[config.mk]
export PLATFORM = sky130hd
export DESIGN_NAME = sdf_bf_stage
export DESIGN_NICKNAME = d
export VERILOG_FILES = /design/src/rtl/fft_pkg.sv /design/src/rtl/sdf_delay_line.sv /design/src/rtl/sdf_bf_stage.sv
export SDC_FILE = /design/constraint.sdc
export NUM_CORES = 1
export LEC_CHECK = 0
export ABC_AREA = 1
export CAP_MARGIN = 20
export CORE_MARGIN = 5
export CORE_UTILIZATION = 52
export DETAILED_ROUTE_END_ITERATION = 16
export PLACE_DENSITY = 0.68
export SETUP_SLACK_MARGIN = 0.15
export SYNTH_ARGS = -nofsm -noshare
export SYNTH_HDL_FRONTEND = slang
export SYNTH_SLANG_ARGS = --single-unit
[constraint.sdc]
create_clock -name clk -period 122.7 [get_ports clk]
set_clock_uncertainty 0.05 [all_clocks]
set_input_delay 24.54 -clock clk [delete_from_list [all_inputs] [get_ports clk]]
set_output_delay 24.54 -clock clk [all_outputs]
set_load 0.005 [all_outputs]
[src/rtl/fft_pkg.sv]
// Shared defaults, index-width helper and per-stage delay depth for the streaming FFT.
package fft_pkg;

  localparam int unsigned BW_DEF   = 16;
  localparam int unsigned N_PT_DEF = 64;

  typedef enum logic {
    ST_FILL = 1'b0,
    ST_RUN  = 1'b1
  } bf_state_t;

  function automatic int unsigned idx_width(input int unsigned n);
    return (n <= 1) ? 1 : $clog2(n);
  endfunction

  function automatic int unsigned sdf_delay(input int unsigned n_pt, input int unsigned stage);
    return n_pt >> (stage + 1);
  endfunction

endpackage

[src/rtl/sdf_delay_line.sv]
// Enable-gated shift register used as the SDF feedback memory; contents are not reset.
module sdf_delay_line #(
  parameter int unsigned DEPTH = 1,
  parameter int unsigned WIDTH = 32
) (
  input  logic             clk,
  input  logic             en,
  input  logic [WIDTH-1:0] din,
  output logic [WIDTH-1:0] dout
);

  logic [WIDTH-1:0] mem [DEPTH];

  always_ff @(posedge clk) begin
    if (en) begin
      mem[0] <= din;
      for (int i = 1; i < DEPTH; i++) begin
        mem[i] <= mem[i-1];
      end
    end
  end

  assign dout = mem[DEPTH-1];

endmodule

[src/rtl/sdf_bf_stage.sv]
// Radix-2 DIF single-path delay-feedback butterfly stage with twiddle index output.
module sdf_bf_stage import fft_pkg::*; #(
  parameter int unsigned BW      = BW_DEF,
  parameter int unsigned N_pt    = N_PT_DEF,
  parameter int unsigned STAGE   = 0,
  parameter int unsigned cnt_num = idx_width(N_pt)
) (
  input  logic                  clk,
  input  logic                  rst,
  input  logic                  in_valid,
  input  logic signed [BW-1:0]  in_Real,
  input  logic signed [BW-1:0]  in_Imag,
  output logic                  out_valid,
  output logic signed [BW-1:0]  out_Real,
  output logic signed [BW-1:0]  out_Imag,
  output logic [cnt_num-1:0]    out_cnt
);

  localparam int unsigned D  = sdf_delay(N_pt, STAGE);
  localparam int unsigned KW = $clog2(2 * D);
  localparam int unsigned DW = 2 * BW;

  logic [KW-1:0]        k;
  bf_state_t            state;
  logic                 phase_b;
  logic                 k_wrap;
  logic [DW-1:0]        head;
  logic [DW-1:0]        dl_in;
  logic                 dl_en;
  logic signed [BW-1:0] a_re, a_im;
  logic signed [BW:0]   sum_re, sum_im, dif_re, dif_im;
  logic signed [BW-1:0] sum_re_h, sum_im_h, dif_re_h, dif_im_h;
  logic [cnt_num-1:0]   cnt_c;

  assign phase_b = (k >= KW'(D));
  assign k_wrap  = (k == KW'(2 * D - 1));
  assign {a_re, a_im} = head;

  // Widen by one bit so the sum/difference never overflows, then floor-halve.
  always_comb begin
    sum_re   = (BW+1)'(a_re) + (BW+1)'(in_Real);
    sum_im   = (BW+1)'(a_im) + (BW+1)'(in_Imag);
    dif_re   = (BW+1)'(a_re) - (BW+1)'(in_Real);
    dif_im   = (BW+1)'(a_im) - (BW+1)'(in_Imag);
    sum_re_h = BW'(sum_re >>> 1);
    sum_im_h = BW'(sum_im >>> 1);
    dif_re_h = BW'(dif_re >>> 1);
    dif_im_h = BW'(dif_im >>> 1);
  end

  assign cnt_c = (cnt_num'(k) & cnt_num'(D - 1)) << STAGE;

  // Phase A stores raw input; phase B stores the half-difference for the next frame.
  assign dl_en = in_valid & ~rst;
  assign dl_in = phase_b ? {dif_re_h, dif_im_h} : {in_Real, in_Imag};

  sdf_delay_line #(
    .DEPTH (D),
    .WIDTH (DW)
  ) u_delay (
    .clk  (clk),
    .en   (dl_en),
    .din  (dl_in),
    .dout (head)
  );

  // Counter, FILL/RUN state and output registers; data holds whenever no valid output is produced.
  always_ff @(posedge clk) begin
    if (rst) begin
      k         <= '0;
      state     <= ST_FILL;
      out_valid <= 1'b0;
      out_Real  <= '0;
      out_Imag  <= '0;
      out_cnt   <= '0;
    end else begin
      out_valid <= 1'b0;
      if (in_valid) begin
        k <= k_wrap ? '0 : k + KW'(1);
        if (phase_b) begin
          state     <= ST_RUN;
          out_valid <= 1'b1;
          out_Real  <= sum_re_h;
          out_Imag  <= sum_im_h;
          out_cnt   <= '0;
        end else if (state == ST_RUN) begin
          out_valid <= 1'b1;
          out_Real  <= a_re;
          out_Imag  <= a_im;
          out_cnt   <= cnt_c;
        end
      end
    end
  end

endmodule

==> results.sh, run 1 <==
export IMPL_clockBufferDepth=3
export IMPL_endpoint_kind="flop"
export IMPL_postSynthAreaPerCell_um2=17.67
export IMPL_synth_seq_area_share=0.8588
export IMPL_hold_viol_final=0
export IMPL_required_ps=122910
export IMPL_post_route_min_period_ps=29010
export IMPL_core_um2=70150
export IMPL_cts_hold_buf=0
export IMPL_ant_nets=0
export IMPL_die_w_um=276.2
export IMPL_grt_ovfl_total=0
export IMPL_ys_seq_elements=1069
export IMPL_cts_tree="yes"
export IMPL_antenna_found_initial=2
export IMPL_synth_ff_type="edfxtp_1"
export IMPL_cts_clk_slew_worst_paths_ps=60
export IMPL_whs_path_depth=0
export IMPL_diodes=0
export IMPL_start_util=0.5254
export IMPL_power_density_nw_per_um2=17.57
export IMPL_totalPowerFinal_uw=734.7
export IMPL_maxSlewHeadroom=0.2469
export IMPL_grt_pass1_wl_mm=91.83
export IMPL_htree_levels=3
export IMPL_worst_pin_slew_ps=1130
export IMPL_grt_max_degree=214
export IMPL_wl_per_cell_um=17.96
export IMPL_synth_edff_count=1024
export IMPL_drt_iter0_drc=1853
export IMPL_num_io_pins=74
export IMPL_path_max_fanout=213
export IMPL_period_share=0.2364
export IMPL_fp_row_count=97
export IMPL_start_kind="primary input"
export IMPL_cts_resized=0
export IMPL_criticalPathCategory="primary input to flop"
export IMPL_portBuffers=72
export IMPL_cts_sinks=1069
export IMPL_drt_total_wl_mm=58.43
export IMPL_syn_num_nets=2187
export IMPL_setup_tns_ps=0
export IMPL_clock_latency_ps=650
export IMPL_grt_pass1_vias=16370
export IMPL_drt_pass1_iter_count=6
export IMPL_syn_instance_count=2086
export IMPL_finalMaxSlewViolations=0
export IMPL_synth_top_area_cell="edfxtp_1"
export IMPL_power_leakage_uw=0.01452
export IMPL_synthesis_area_um2=36860
export IMPL_yosysMostFrequentCell="edfxtp_1"
export IMPL_path_cells="clkdlybuf4s50_1 -> inv_2 -> nor2_4 -> buf_12 -> buf_12 -> buf_4 -> buf_4"
export IMPL_max_cap_violations=0
export IMPL_slowest_delay_ps=980
export IMPL_post_cts_buffers=0
export IMPL_ys_top_cells_by_area="edfxtp_1 (83%), nand2_1 (2.9%), dfxtp_1 (2.4%), ha_1 (2.1%), inv_1 (1.3%)"
export IMPL_ys_warn_count=0
export IMPL_synth_top_area_share=0.8343
export IMPL_hold_ws_ps=351.1
export IMPL_cpMaxStageDelayCell="buf_4"
export IMPL_yosys_top_cells_count="edfxtp_1 (1,024), nand2_1 (283), inv_1 (132), nor2_1 (101), a21oi_1 (96)"
export IMPL_num_nets_final=2332
export IMPL_min_path_type="flop to flop"
export IMPL_seq_area_um2=31650
export IMPL_die_area_um2=76300
export IMPL_r2r_worst_path_cells=5
export IMPL_grt_total_usage=0.1508
export IMPL_final_area_um2=41810
export IMPL_drive_gt1_frac=0.1025
export IMPL_routabilityCongestion=0.8348
export IMPL_ys_types=44
export IMPL_peakVddDrop_mv=0.01344
export IMPL_routed_via_density=5.136
export IMPL_status="complete, no violations"
export IMPL_vias=16710
export IMPL_max_freq_mhz=34.48
export IMPL_rsz0062_at_grt="no"
export IMPL_crit_arrival_ps=29220
export IMPL_synth_async_sr_flop_share=0
export IMPL_multi_input_area_um2=4372
export IMPL_dp_hpwl_mm=33.25
export IMPL_drc=0
export IMPL_dieHeight_um=276.2
export IMPL_post_dp_cell_area_um2=38640
export IMPL_numCtsBuffers=101
export IMPL_setup_violations_final=0
export IMPL_fill_cells=5115
export IMPL_area_growth_pct=13.45
export IMPL_cts_root_buf="clkbuf_16"
worst paths after layout:
kind	start	slack, ps	end
min reg2reg	u_delay.mem[2][111]$_DFFE_PP_	350	u_delay.mem[3][15]$_DFFE_PP_
max reg2reg	k[5]$_SDFFE_PP0P_	120170	out_Real[0]$_SDFFE_PP0P_
max	in_valid	93690	u_delay.mem[1][106]$_DFFE_PP_
min	u_delay.mem[2][111]$_DFFE_PP_	350	u_delay.mem[3][15]$_DFFE_PP_
metrics by stage:
step	setup WS, ps	util	std cells
2_1_floorplan	52700	-	2086
3_3_place_gp	93170	0.5508	3067
5_1_grt	93390	0.5960	3253
4_1_cts	93690	0.5956	3252
3_5_place_dp	92960	0.5508	3067
6_report	93690	0.5960	3253
routing by layer:
| metal | track usage | vias up | routed length [um] |
|---|---|---|---|
| li1 | - | 7878 | - |
| met5 | 0 | - | 0 |
| met2 | 0.2139 | 427 | 24770 |
| met4 | 0.04815 | 0 | 1619 |
| met1 | 0.2378 | 8280 | 28690 |
| met3 | 0.03181 | 123 | 3349 |
power by group:
part	switching, uW	total (uW)	internal, uW
sequential	4.08	418	414
combinational	17.6	23.9	6.28
clock	127	292	165
total	149	735	586
critical path, delay by kind of cell:
kind / cells / cell delay (ps)
buffers and inverters: 6 / 4170
AND/OR/NAND/NOR: 1 / 130
placed cells by master (no fill, tap or decap), types with 3 or more instances in the layout:
cell type / count
nor2_2: 4
inv_1: 132
fa_1: 4
ha_1: 62
clkbuf_1: 26
inv_2: 30
nand2_1: 283
edfxtp_1: 1024
a21oi_2: 14
nand2_2: 22
nor2_1: 100
xor2_1: 8
and2_1: 4
nor3_1: 13
o21ai_2: 3
o21ai_0: 45
nand3_1: 94
o21bai_1: 12
dfxtp_1: 44
o21ai_1: 17
clkinv_8: 3
clkinv_2: 19
clkbuf_16: 103
a21oi_1: 96
nand4_1: 5
buf_4: 10
nand3_2: 5
bufinv_16: 5
clkinv_1: 22
clkdlybuf4s50_1: 71
final cells by class:
cell class | count | share of cell area
flip-flops and latches | 1069 | 0.7571
multi-input cells | 812 | 0.1046
clock buffers | 129 | 0.06398
well taps | 940 | 0.02813
repair buffers | 85 | 0.02053
inverters | 162 | 0.01454
clock inverters | 56 | 0.01119
sequential cells by signal, indices dropped and copies added, names as in the netlist:
signal / flops
k: 6
out_Imag: 16
out_Real: 16
out_cnt: 5
out_valid: 1
state: 1
u_delay.mem: 1024
cell families after synthesis:
| group | count (synthesis) | share of synthesized area |
|---|---|---|
| adders and majority gates | 66 | 0.02322 |
| other | 1 | 0.0001017 |
| buffers and inverters | 205 | 0.02302 |
| and+or+nand+nor | 538 | 0.06240 |
| DFF | 1069 | 0.8588 |
| AOI/OAI and AO/OA | 198 | 0.03035 |
| xor gates and xnor gates | 9 | 0.002139 |
No activity file was read; power rests on OpenSTA's default activity.
==> run 2: changes to the inputs <==
Settings changed: PLACE_DENSITY 0.68 to 0.71.
Clock period 122.7 ns to 24.6 ns, I/O delays scaled along.
==> run 2 against run 1 <==
Against the previous run: sequential share of layout area about the same; critical path depth down 1; register-to-register slack worse by 98000 ps; combinational power rose to 4.9 times the previous value; global-route usage down 0.17 points; core utilization about the same; total power rose to 5.0 times the previous value; clock power rose to 5.0 times the previous value; first-iteration DRC count down 15%; worst setup slack worse by 78000 ps; critical path type unchanged; critical endpoint is now u_delay.mem[5][10]$_DFFE_PP_.
==> results.sh, run 2 (same netlist as run 1, synthesis figures left out) <==
export IMPL_cts_resized=0
export IMPL_grt_pass1_vias=16280
export IMPL_cts_tree="yes"
export IMPL_crit_top_cell="buf_4"
export IMPL_finalMaxSlewViolations=0
export IMPL_hold_viol_final=0
export IMPL_clockBufferDepth=3
export IMPL_crit_arrival_ps=9360
export IMPL_crit_family="buffers and inverters"
export IMPL_path_max_fanout=94
export IMPL_criticalPathCategory="primary input to flop"
export IMPL_diodes=0
export IMPL_ant_nets=0
export IMPL_largest_reg_flops=1024
export IMPL_setup_violations_final=0
export IMPL_rsz0062_at_grt="no"
export IMPL_largestRegisters="u_delay.mem (1024), out_Imag (16), out_Real (16)"
export IMPL_min_path_type="flop to flop"
export IMPL_status="complete, no violations"
export IMPL_period_share=0.3727
export IMPL_maxSlewHeadroom=0.2166
export IMPL_required_ps=24790
export IMPL_portBuffers=72
export IMPL_r2r_worst_path_cells=12
export IMPL_drc=0
export IMPL_setup_tns_ps=0
export IMPL_drt_total_wl_mm=58.66
export IMPL_layout_common_cells="edfxtp_1 (1,024), nand2_1 (283), inv_1 (132)"
export IMPL_start_kind="primary input"
export IMPL_clock_latency_ps=640
export IMPL_drt_iter0_drc=1583
export IMPL_num_nets_final=2330
export IMPL_final_core_util=0.5964
export IMPL_numCtsBuffers=99
export IMPL_whs_path_depth=0
export IMPL_cpMaxStageDelayCell="buf_4"
export IMPL_fp_row_count=97
export IMPL_hold_path_endpoint="u_delay.mem[6][1]$_DFFE_PP_"
export IMPL_die_area_um2=76300
export IMPL_drive_gt1_frac=0.1051
export IMPL_endpoint_kind="flop"
export IMPL_cp_buffers_inverters=5
export IMPL_path_cells="clkdlybuf4s50_1 -> inv_2 -> nor2_4 -> buf_4 -> buf_4 -> buf_4"
export IMPL_routabilityCongestion=0.8690
export IMPL_die_w_um=276.2
export IMPL_vias=16640
export IMPL_worst_pin_slew_ps=1175
export IMPL_power_leakage_uw=0.01455
export IMPL_cts_root_buf="clkbuf_16"
export IMPL_power_density_nw_per_um2=87.89
export IMPL_max_freq_mhz=109.1
export IMPL_grt_total_usage=0.1491
export IMPL_wl_per_cell_um=18.04
export IMPL_peakVddDrop_mv=0.06409
export IMPL_cts_sinks=1069
export IMPL_worst_path_stages=6
export IMPL_cts_hold_buf=0
export IMPL_drt_pass1_iter_count=6
export IMPL_worst_r2r_endpoint="u_delay.mem[0][7]$_DFFE_PP_"
export IMPL_r2r_start="u_delay.mem[7][97]$_DFFE_PP_"
export IMPL_slowest_delay_ps=980
export IMPL_area_growth_pct=13.52
export IMPL_grt_max_degree=214
export IMPL_reg2reg_slack_ps=22240
export IMPL_post_cts_buffers=0
export IMPL_num_io_pins=74
export IMPL_worstHoldStart="u_delay.mem[5][97]$_DFFE_PP_"
export IMPL_dieHeight_um=276.2
export IMPL_post_route_min_period_ps=9168
export IMPL_dp_hpwl_mm=33.43
export IMPL_cts_clk_slew_worst_paths_ps=60
export IMPL_core_um2=70150
export IMPL_routed_via_density=5.119
export IMPL_start_util=0.5254
export IMPL_antenna_found_initial=2
export IMPL_regMostFlops="u_delay.mem"
export IMPL_final_common_cell="edfxtp_1"
export IMPL_grt_pass1_wl_mm=90.80
export IMPL_htree_levels=3
export IMPL_max_cap_violations=0
export IMPL_grt_ovfl_total=0
-- run 2: changes by cell type in the layout (fill, tap and decap cells not counted) --
cell       previous run  this run
clkinv_8              3         1
clkbuf_16           103       102
clkinv_4              2         3
clkinv_1             22        15
clkbuf_1             26        25
clkbuf_8              0         3
bufinv_16             5         7
inv_8                 0         1
clkinv_2             19        20
clkinv_16             1         0
inv_6                 1         3
-- run 2: worst max path at each step --
stage / startpoint / to / slack, ps
6_report: in_valid / u_delay.mem[5][10]$_DFFE_PP_ / 15430
5_1_grt: in_valid / u_delay.mem[5][75]$_DFFE_PP_ / 15110
4_1_cts: in_valid / u_delay.mem[3][15]$_DFFE_PP_ / 15390
3_5_place_dp: in_valid / u_delay.mem[4][107]$_DFFE_PP_ / 14650
3_3_place_gp: in_valid / u_delay.mem[2][110]$_DFFE_PP_ / 14890
2_1_floorplan: rst / u_delay.mem[0][0]$_DFFE_PP_ / 3500
-- run 2: layout make-up --
class,instances,area (um2)
fillers,5088,28310
clock inverters,53,481.7
inverters,162,608.1
repair buffers,85,858.3
multi-input cells,812,4372
clock buffers,130,2688
flip-flops and latches,1069,31650
well taps,940,1176
-- run 2: routing by layer --
layer / GRT usage / share of wire
met1: 0.2300 / 0.49
met2: 0.2170 / 0.43
met3: 0.03164 / 0.053
met4: 0.04648 / 0.024
met5: 0 / 0.00019
-- run 2: through the flow --
stage               area [um2]  setup slack, ps  hold slack (ps)  cells  total power (uW)
floorplan                36860             3497            350.3   2086              2237
global placement         38620            14890            352.3   3066              2238
detailed placement       38620            14650            354.5   3066              2241
CTS                      41790            15390            347.6   3249              3725
global route             41840            15110            365.5   3251              3821
finish                   41840            15430            350.1   3251              3677
-- run 2: report_power, final --
group	switching [uW]	internal (uW)
Sequential	20.9	2070
Combinational	87.2	31.1
Clock	626	847
-- run 2: worst register-to-register path, cell delays in order, from the launching register on --
cell and delay [ps]:
edfxtp_1 470, inv_1 90, fa_1 380, inv_1 100, nand3_1 80, nand2_1 130
nand3_2 80, nand2_2 120, nand2_2 100, nand2_2 90, nand2_1 50, nand3_1 60
o21ai_0 210
==> run 3: changes to the inputs <==
Settings changed: PLACE_DENSITY 0.71 to 0.68.
Clock period 24.6 ns to 9.6 ns, I/O delays scaled along.
==> run 3 against run 2 <==
Against the previous run: total power increased to 2.6 times the previous value; worst setup slack got worse by 11000 ps; critical path depth decreased by 1; sequential power increased to 2.6 times the previous value; non-clock buffer count decreased by 1; flip-flop and latch count unchanged; critical endpoint is now u_delay.mem[5][125]$_DFFE_PP_; clock-buffer cell count decreased by 12; clock power increased to 2.7 times the previous value; critical path type unchanged; global-route usage decreased by 0.14 points; combinational power increased to 2.6 times the previous value.
==> results.sh, run 3 (same netlist as run 1, synthesis figures left out) <==
export IMPL_status="complete, no violations"
export IMPL_cp_buffers_inverters=4
export IMPL_cpMaxStageDelayCell="buf_4"
export IMPL_drc=0
export IMPL_p_seq_frac=0.558
export IMPL_grt_max_degree=218
export IMPL_hold_path_endpoint="u_delay.mem[6][37]$_DFFE_PP_"
export IMPL_core_um2=70150
export IMPL_worstHoldStart="u_delay.mem[6][5]$_DFFE_PP_"
export IMPL_die_area_um2=76300
export IMPL_grt_pass1_vias=16240
export IMPL_cts_sinks=1069
export IMPL_final_area_um2=42010
export IMPL_num_nets_final=2329
export IMPL_maxSlewHeadroom=0.1888
export IMPL_final_common_cell="edfxtp_1"
export IMPL_drive_gt1_frac=0.1102
export IMPL_power_leakage_uw=0.01462
export IMPL_crit_arrival_ps=4970
export IMPL_clockBufferDepth=3
export IMPL_path_cells="clkdlybuf4s50_1 -> inv_2 -> nor2_4 -> buf_12 -> buf_4"
export IMPL_post_cts_buffers=0
export IMPL_criticalPathCategory="primary input to flop"
export IMPL_setup_violations_final=0
export IMPL_endpoint_kind="flop"
export IMPL_diodes=0
export IMPL_ant_nets=0
export IMPL_drt_iter0_drc=1609
export IMPL_worst_r2r_endpoint="u_delay.mem[0][10]$_DFFE_PP_"
export IMPL_largest_reg_flops=1024
export IMPL_path_max_fanout=182
export IMPL_power_switching_uw=1930
export IMPL_die_w_um=276.2
export IMPL_start_util=0.5254
export IMPL_hold_viol_final=0
export IMPL_cts_clk_slew_worst_paths_ps=60
export IMPL_period_share=0.4949
export IMPL_routed_via_density=5.105
export IMPL_cts_hold_buf=0
export IMPL_largestRegisters="u_delay.mem (1024), out_Imag (16), out_Real (16)"
export IMPL_slowest_delay_ps=720
export IMPL_htree_levels=3
export IMPL_p_comb_frac=0.032
export IMPL_fp_row_count=97
export IMPL_post_dp_cell_area_um2=38670
export IMPL_portBuffers=72
export IMPL_cts_tree="yes"
export IMPL_switching_share=0.2015
export IMPL_cts_resized=0
export IMPL_max_freq_mhz=210.5
export IMPL_routabilityCongestion=0.8542
export IMPL_start_kind="primary input"
export IMPL_worst_pin_slew_ps=1217
export IMPL_grt_total_usage=0.1476
export IMPL_finalMaxSlewViolations=0
export IMPL_grt_ovfl_total=0
export IMPL_area_growth_pct=13.99
export IMPL_dieHeight_um=276.2
export IMPL_required_ps=9820
export IMPL_num_io_pins=74
export IMPL_drt_pass1_iter_count=7
export IMPL_dp_hpwl_mm=32.50
export IMPL_r2r_start="k[5]$_SDFFE_PP0P_"
export IMPL_p_int_uw=7650
export IMPL_layout_common_cells="edfxtp_1 (1,024), nand2_1 (283), inv_1 (132)"
export IMPL_crit_family="buffers and inverters"
export IMPL_r2r_worst_path_cells=4
export IMPL_pre_cts_ws_ps=4256
export IMPL_grt_pass1_wl_mm=90.60
export IMPL_clkPwrFrac=0.410
export IMPL_whs_path_depth=0
export IMPL_rsz0062_at_grt="no"
export IMPL_cts_root_buf="clkbuf_16"
export IMPL_fill_cells=5178
export IMPL_min_path_type="flop to flop"
export IMPL_post_route_min_period_ps=4751
export IMPL_peakVddDrop_mv=0.1699
export IMPL_vias=16610
export IMPL_clock_latency_ps=650
export IMPL_max_cap_violations=0
export IMPL_drt_total_wl_mm=58.14
export IMPL_hold_ws_ps=360.6
export IMPL_layout_setup_ws_ps=4849
export IMPL_regMostFlops="u_delay.mem"
export IMPL_antenna_found_initial=0
export IMPL_reg2reg_slack_ps=6900
export IMPL_wl_per_cell_um=17.87
export IMPL_dp_cells=3067
export IMPL_numCtsBuffers=99
export IMPL_final_cells=3253
export IMPL_totalPowerFinal_uw=9580
export IMPL_power_density_nw_per_um2=228.0
-- run 3: changes by cell type in the layout (fill, tap and decap cells not counted), moves of 4 or more --
cell | previous run | this run
clkinvlp_4 | 2 | 6
clkbuf_8 | 3 | 7
clkinv_1 | 15 | 19
clkbuf_1 | 25 | 11
bufinv_16 | 7 | 11
-- run 3: how the worst max path moves through the flow --
stage	start	endpoint	slack, ps	cells after the start
final	in_valid	u_delay.mem[5][125]$_DFFE_PP_	4850	5
after global routing	in_valid	u_delay.mem[3][57]$_DFFE_PP_	4720	5
after CTS	in_valid	u_delay.mem[1][60]$_DFFE_PP_	4980	5
after detailed placement	in_valid	u_delay.mem[3][123]$_DFFE_PP_	4260	5
after global placement	in_valid	u_delay.mem[3][123]$_DFFE_PP_	4330	5
after floorplan	rst	u_delay.mem[0][0]$_DFFE_PP_	-8180	3
-- run 3: final cells by class --
type | count | area, um2 | area share
Timing Repair Buffer | 84 | 855.8 | 0.02037
Clock inverter | 68 | 705.7 | 0.01680
Clock buffer | 118 | 2640 | 0.06284
Tap cell | 940 | 1176 | 0.02800
Multi-Input combinational cell | 812 | 4372 | 0.1041
Sequential cell | 1069 | 31650 | 0.7535
Inverter | 162 | 608.1 | 0.01447
-- run 3: worst register-to-register path: stages (launching register included) --
cell	delay, ps
dfxtp_4	710
buf_4	580
inv_2	590
a21oi_1	290
a22oi_1	150
-- run 3: power groups by stage --
stage	clock (uW)	sequential, uW	combinational [uW]
floorplan	0	5510	219
global placement	0	5440	300
detailed placement	0	5440	307
CTS	4060	5350	307
global route	4260	5350	342
finish	3930	5340	305
-- run 3: per-stage QoR --
step           TNS (ps)    util
5_1_grt               0  0.5989
4_1_cts               0  0.5989
6_report              0  0.5989
3_3_place_gp          0  0.5512
3_5_place_dp          0  0.5512
2_1_floorplan  -8375960       -
-- run 3: routing by layer --
| layer | track usage | vias up | wire length [um] |
|---|---|---|---|
| met4 | 0.04047 | 0 | 1235 |
| li1 | - | 7867 | - |
| met5 | 0 | - | 0 |
| met3 | 0.03046 | 109 | 3180 |
| met1 | 0.2325 | 8215 | 28970 |
| met2 | 0.2133 | 414 | 24750 |
==> variant 1 (flow settings as in run 2) <==
Change the package constant `BW_DEF` from 16 to 24.
--- a/src/rtl/fft_pkg.sv
+++ b/src/rtl/fft_pkg.sv
@@ -1,7 +1,7 @@
 // Shared defaults, index-width helper and per-stage delay depth for the streaming FFT.
 package fft_pkg;
 
-  localparam int unsigned BW_DEF   = 16;
+  localparam int unsigned BW_DEF   = 24;
   localparam int unsigned N_PT_DEF = 64;
 
   typedef enum logic {
Interface: changed (resized in_Imag, in_Real, out_Imag and out_Real); port bits go from 74 to 106. The function was not compared with the original's and may differ.
==> variant 1 against run 2 <==
Sequential power up 49%; via count up 56%; highest routed layer is now met4; sequential share of layout area down 0.78 points; wire length up 67%; register-to-register slack worse by 0.46 ns; non-clock buffer count up 40; synthesized cell count up 57%; total power up 52%; utilization down 0.32 points; cell area up 51%; sequential cell count up 528; worst setup slack worse by 1.6 ns; synthesized area up 51%.
==> variant 1: results (changes against run 2) <==
<table>
<tr><th>Metric</th><th>Value</th></tr>
<tr><th colspan="2">Finish</th></tr>
<tr><td>Multi-input gate share of total cell area</td><td>11.0% (+0.52 points)</td></tr>
<tr><td>Final Non-Filler Cells</td><td>5015 (+54%)</td></tr>
<tr><td>Fill count</td><td>7796 (+53%)</td></tr>
<tr><td>Multi-input combinational gate total</td><td>1346 (+66%)</td></tr>
<tr><td>Flip-flop and latch area</td><td>0.0473 mm2 (+50%)</td></tr>
<tr><td>Clock tree buffer count of the final layout</td><td>191 (+47%)</td></tr>
<tr><td>Count of inserted antenna diode cells</td><td>2 (+2)</td></tr>
<tr><td>Number of ordinary inverters in the final layout</td><td>269 (+66%)</td></tr>
<tr><td>ClkCell Share</td><td>7.80% (+0.22 points)</td></tr>
<tr><td>Layout cells sized above 1</td><td>7.48% (-3.0 points)</td></tr>
<tr><th colspan="2">Synthesis</th></tr>
<tr><td>Share of the synthesized area in compound gates (AO/OA/AOI/OAI)</td><td>3.27% (+0.24 points)</td></tr>
<tr><td>Number of enable-type register cells in the synthesized netlist</td><td>1536 (+50%)</td></tr>
<tr><td>Synthesized netlist net count</td><td>3423 (+57%)</td></tr>
<tr><th colspan="2">GRT</th></tr>
<tr><td>Met3 Usage GRT</td><td>3.67% (+0.50 points)</td></tr>
<tr><td>Global Route met1 Usage</td><td>25.9% (+2.9 points)</td></tr>
<tr><td>Global-route wire length before repair</td><td>147000 um (+62%)</td></tr>
<tr><th colspan="2">Critical path</th></tr>
<tr><td>Largest incremental delay on the critical path</td><td>0.84 ns (-0.14 ns)</td></tr>
<tr><td>Crit path DAT</td><td>11.05 ns (+1.69 ns)</td></tr>
<tr><th colspan="2">Placed design</th></tr>
<tr><td>Cell Count Post-Placement</td><td>4739 (+55%)</td></tr>
<tr><td>Post-placement worst setup slack</td><td>12.99 ns (-1.66 ns)</td></tr>
<tr><td>Buffers added on ports</td><td>104 (+44%)</td></tr>
<tr><th colspan="2">Route</th></tr>
<tr><td>DR iter-0 viols</td><td>2423 (+53%)</td></tr>
<tr><td>Vias</td><td>26000 (+56%)</td></tr>
<tr><th colspan="2">Outcome</th></tr>
<tr><td>Run status</td><td>finished clean</td></tr>
<tr><th colspan="2">Die</th></tr>
<tr><td>Die width</td><td>337 um (+22%)</td></tr>
</table>
[variant 1: cell types whose count changed after synthesis, sizes merged, moves of 64 or more]
cell           run 2  this run
nor2             105       193
nand2            305       505
a21oi            110       184
inv              162       269
o21ai             66       130
edfxtp          1024      1536
[variant 1: power by group through the flow]
stage / Combinational [mW] / Sequential (mW) / Clock (mW)
6_report: 0.193 / 3.12 / 2.28
3_5_place_dp: 0.193 / 3.17 / 0
5_1_grt: 0.215 / 3.13 / 2.47
4_1_cts: 0.193 / 3.12 / 2.35
2_1_floorplan: 0.133 / 3.25 / 0
3_3_place_gp: 0.191 / 3.17 / 0
[variant 1: worst paths after layout]
kind,from,slack [ns],depth (start not counted),to
hold reg to reg,u_delay.mem[2][84],0.35,0,u_delay.mem[2][132]
setup reg to reg,u_delay.mem[7][145],21.78,14,u_delay.mem[0][21]
hold / removal,u_delay.mem[2][84],0.35,0,u_delay.mem[2][132]
setup / recovery,in_valid,13.86,9,u_delay.mem[4][120]
==> variant 2 (settings of run 2) <==
Without the edit above. Register the inputs `in_valid`, `in_Real` and `in_Imag` before use, cleared by the reset. The logic sees them one clock later.
--- a/src/rtl/sdf_bf_stage.sv
+++ b/src/rtl/sdf_bf_stage.sv
@@ -20,6 +20,22 @@
   localparam int unsigned KW = $clog2(2 * D);
   localparam int unsigned DW = 2 * BW;
 
+  logic in_valid_q;
+  logic signed [BW-1:0] in_Real_q;
+  logic signed [BW-1:0] in_Imag_q;
+
+  always_ff @(posedge clk) begin
+    if (rst) begin
+      in_valid_q <= '0;
+      in_Real_q  <= '0;
+      in_Imag_q  <= '0;
+    end else begin
+      in_valid_q <= in_valid;
+      in_Real_q  <= in_Real;
+      in_Imag_q  <= in_Imag;
+    end
+  end
+
   logic [KW-1:0]        k;
   bf_state_t            state;
   logic                 phase_b;
@@ -38,10 +54,10 @@
 
   // Widen by one bit so the sum/difference never overflows, then floor-halve.
   always_comb begin
-    sum_re   = (BW+1)'(a_re) + (BW+1)'(in_Real);
-    sum_im   = (BW+1)'(a_im) + (BW+1)'(in_Imag);
-    dif_re   = (BW+1)'(a_re) - (BW+1)'(in_Real);
-    dif_im   = (BW+1)'(a_im) - (BW+1)'(in_Imag);
+    sum_re   = (BW+1)'(a_re) + (BW+1)'(in_Real_q);
+    sum_im   = (BW+1)'(a_im) + (BW+1)'(in_Imag_q);
+    dif_re   = (BW+1)'(a_re) - (BW+1)'(in_Real_q);
+    dif_im   = (BW+1)'(a_im) - (BW+1)'(in_Imag_q);
     sum_re_h = BW'(sum_re >>> 1);
     sum_im_h = BW'(sum_im >>> 1);
     dif_re_h = BW'(dif_re >>> 1);
@@ -51,8 +67,8 @@
   assign cnt_c = (cnt_num'(k) & cnt_num'(D - 1)) << STAGE;
 
   // Phase A stores raw input; phase B stores the half-difference for the next frame.
-  assign dl_en = in_valid & ~rst;
-  assign dl_in = phase_b ? {dif_re_h, dif_im_h} : {in_Real, in_Imag};
+  assign dl_en = in_valid_q & ~rst;
+  assign dl_in = phase_b ? {dif_re_h, dif_im_h} : {in_Real_q, in_Imag_q};
 
   sdf_delay_line #(
     .DEPTH (D),
@@ -75,7 +91,7 @@
       out_cnt   <= '0;
     end else begin
       out_valid <= 1'b0;
-      if (in_valid) begin
+      if (in_valid_q) begin
         k <= k_wrap ? '0 : k + KW'(1);
         if (phase_b) begin
           state     <= ST_RUN;
Check against the original RTL: not settled (the Yosys comparison gave no result); the edit may change what the design does.
==> variant 2 against run 2 <==
Synthesized area rose by 2.4%; total power rose by 2.8%; count of clock-buffer cells in the layout rose by 4; worst setup slack improved by 1.1 ns; sequential cell count rose by 33; cell area rose by 2.7%; wire length rose by 2.8%; final cell count rose by 3.8%; critical path type unchanged.
==> variant 2: results (changes against run 2) <==
<table>
<tr><th>Metric</th><th>Value</th></tr>
<tr><th colspan="2">Power</th></tr>
<tr><td>Largest vdd supply drop</td><td>0.0000950 V (+48%)</td></tr>
<tr><td>Net Sw Power</td><td>0.744 mW (+1.3%)</td></tr>
<tr><td>Internal</td><td>3.04 mW (+3.1%)</td></tr>
<tr><th colspan="2">Route</th></tr>
<tr><td>Met1 Wirelength</td><td>29300 um (+1.6%)</td></tr>
<tr><td>DR iter-0 viols</td><td>1689 (+6.7%)</td></tr>
<tr><td>Via density</td><td>5.11 (-0.25%)</td></tr>
<tr><td>Vias</td><td>17200 (+3.6%)</td></tr>
<tr><th colspan="2">Clock network</th></tr>
<tr><td>Later-pin clock latency in the skew report</td><td>0.66 ns (+0.02 ns)</td></tr>
<tr><th colspan="2">Synthesis</th></tr>
<tr><td>Sequential cell area fraction in the yosys report</td><td>85.6% (-0.28 points)</td></tr>
<tr><td>Synth area leaders</td><td>sky130_fd_sc_hd__edfxtp_1 (81%), sky130_fd_sc_hd__dfxtp_1 (4.1%), sky130_fd_sc_hd__nand2_1 (2.9%)</td></tr>
<tr><td>Post-synthesis average cell area</td><td>17.2 um2 (-2.7%)</td></tr>
<tr><td>Arithmetic-cell share of the synthesized area counting full adders, half adders and majority gates</td><td>2.27% (-0.055 points)</td></tr>
<tr><th colspan="2">Critical path</th></tr>
<tr><td>Largest incremental delay on the critical path</td><td>0.78 ns (-0.20 ns)</td></tr>
<tr><td>Slowest stage cell, crit path</td><td>sky130_fd_sc_hd__buf_12</td></tr>
<tr><td>Crit path DAT</td><td>8.29 ns (-1.07 ns)</td></tr>
<tr><td>End point of the critical path</td><td>u_delay.mem[2][14]</td></tr>
<tr><td>Biggest fanout along the worst timing path</td><td>219 (+130%)</td></tr>
<tr><th colspan="2">Finish</th></tr>
<tr><td>Layout cells sized above 1</td><td>8.58% (-1.9 points)</td></tr>
<tr><th colspan="2">Timing</th></tr>
<tr><td>Measured slew at the worst slew-check pin</td><td>1.17 ns (-0.00249 ns)</td></tr>
<tr><th colspan="2">Worst hold path</th></tr>
<tr><td>Hold_sp</td><td>u_delay.mem[19][4]</td></tr>
<tr><th colspan="2">GRT</th></tr>
<tr><td>Global-route wire length before repair</td><td>93600 um (+3.1%)</td></tr>
<tr><td>Global Route met1 Usage</td><td>23.2% (+0.18 points)</td></tr>
<tr><td>GR Util All Layers</td><td>15.1% (+0.22 points)</td></tr>
<tr><td>M2 GR Usage</td><td>22.4% (+0.68 points)</td></tr>
<tr><th colspan="2">Outcome</th></tr>
<tr><td>Run status</td><td>finished clean</td></tr>
<tr><th colspan="2">Placed design</th></tr>
<tr><td>Routability Congestion</td><td>0.852 (-1.9%)</td></tr>
<tr><td>Cell Count Post-Placement</td><td>3180 (+3.7%)</td></tr>
</table>
## variant 2: cell count changes in the layout (fill, tap and decap cells not counted), sizes merged, moves of 2 or more
cell,run 2,this run
xor2,8,11
clkbuf,130,134
nand2,305,303
dfxtp,45,78
bufinv,7,10
nor2,105,139
inv,167,200
o21ai,66,68
or2,2,4
## variant 2: final cells by class
| class | instances | area [um2] | area share, % |
|---|---|---|---|
| antenna | 1 | 2.50 | 0.00582 |
| clock buffer | 134 | 2830 | 6.57 |
| multi-input combinational | 850 | 4420 | 10.3 |
| timing repair buffer | 86 | 898 | 2.09 |
| clock inverter | 58 | 604 | 1.41 |
| inverter | 194 | 728 | 1.69 |
| tap | 950 | 1190 | 2.77 |
| sequential | 1102 | 32300 | 75.2 |
## variant 2: stage by stage
stage	hold WS [ns]	setup WS, ns	utilization [%]
detailed placement	0.355	15.09	55.1
global placement	0.351	15.30	55.1
global route	0.369	16.26	59.9
floorplan	0.350	3.39	-
CTS	0.350	15.87	59.8
finish	0.350	16.57	59.9
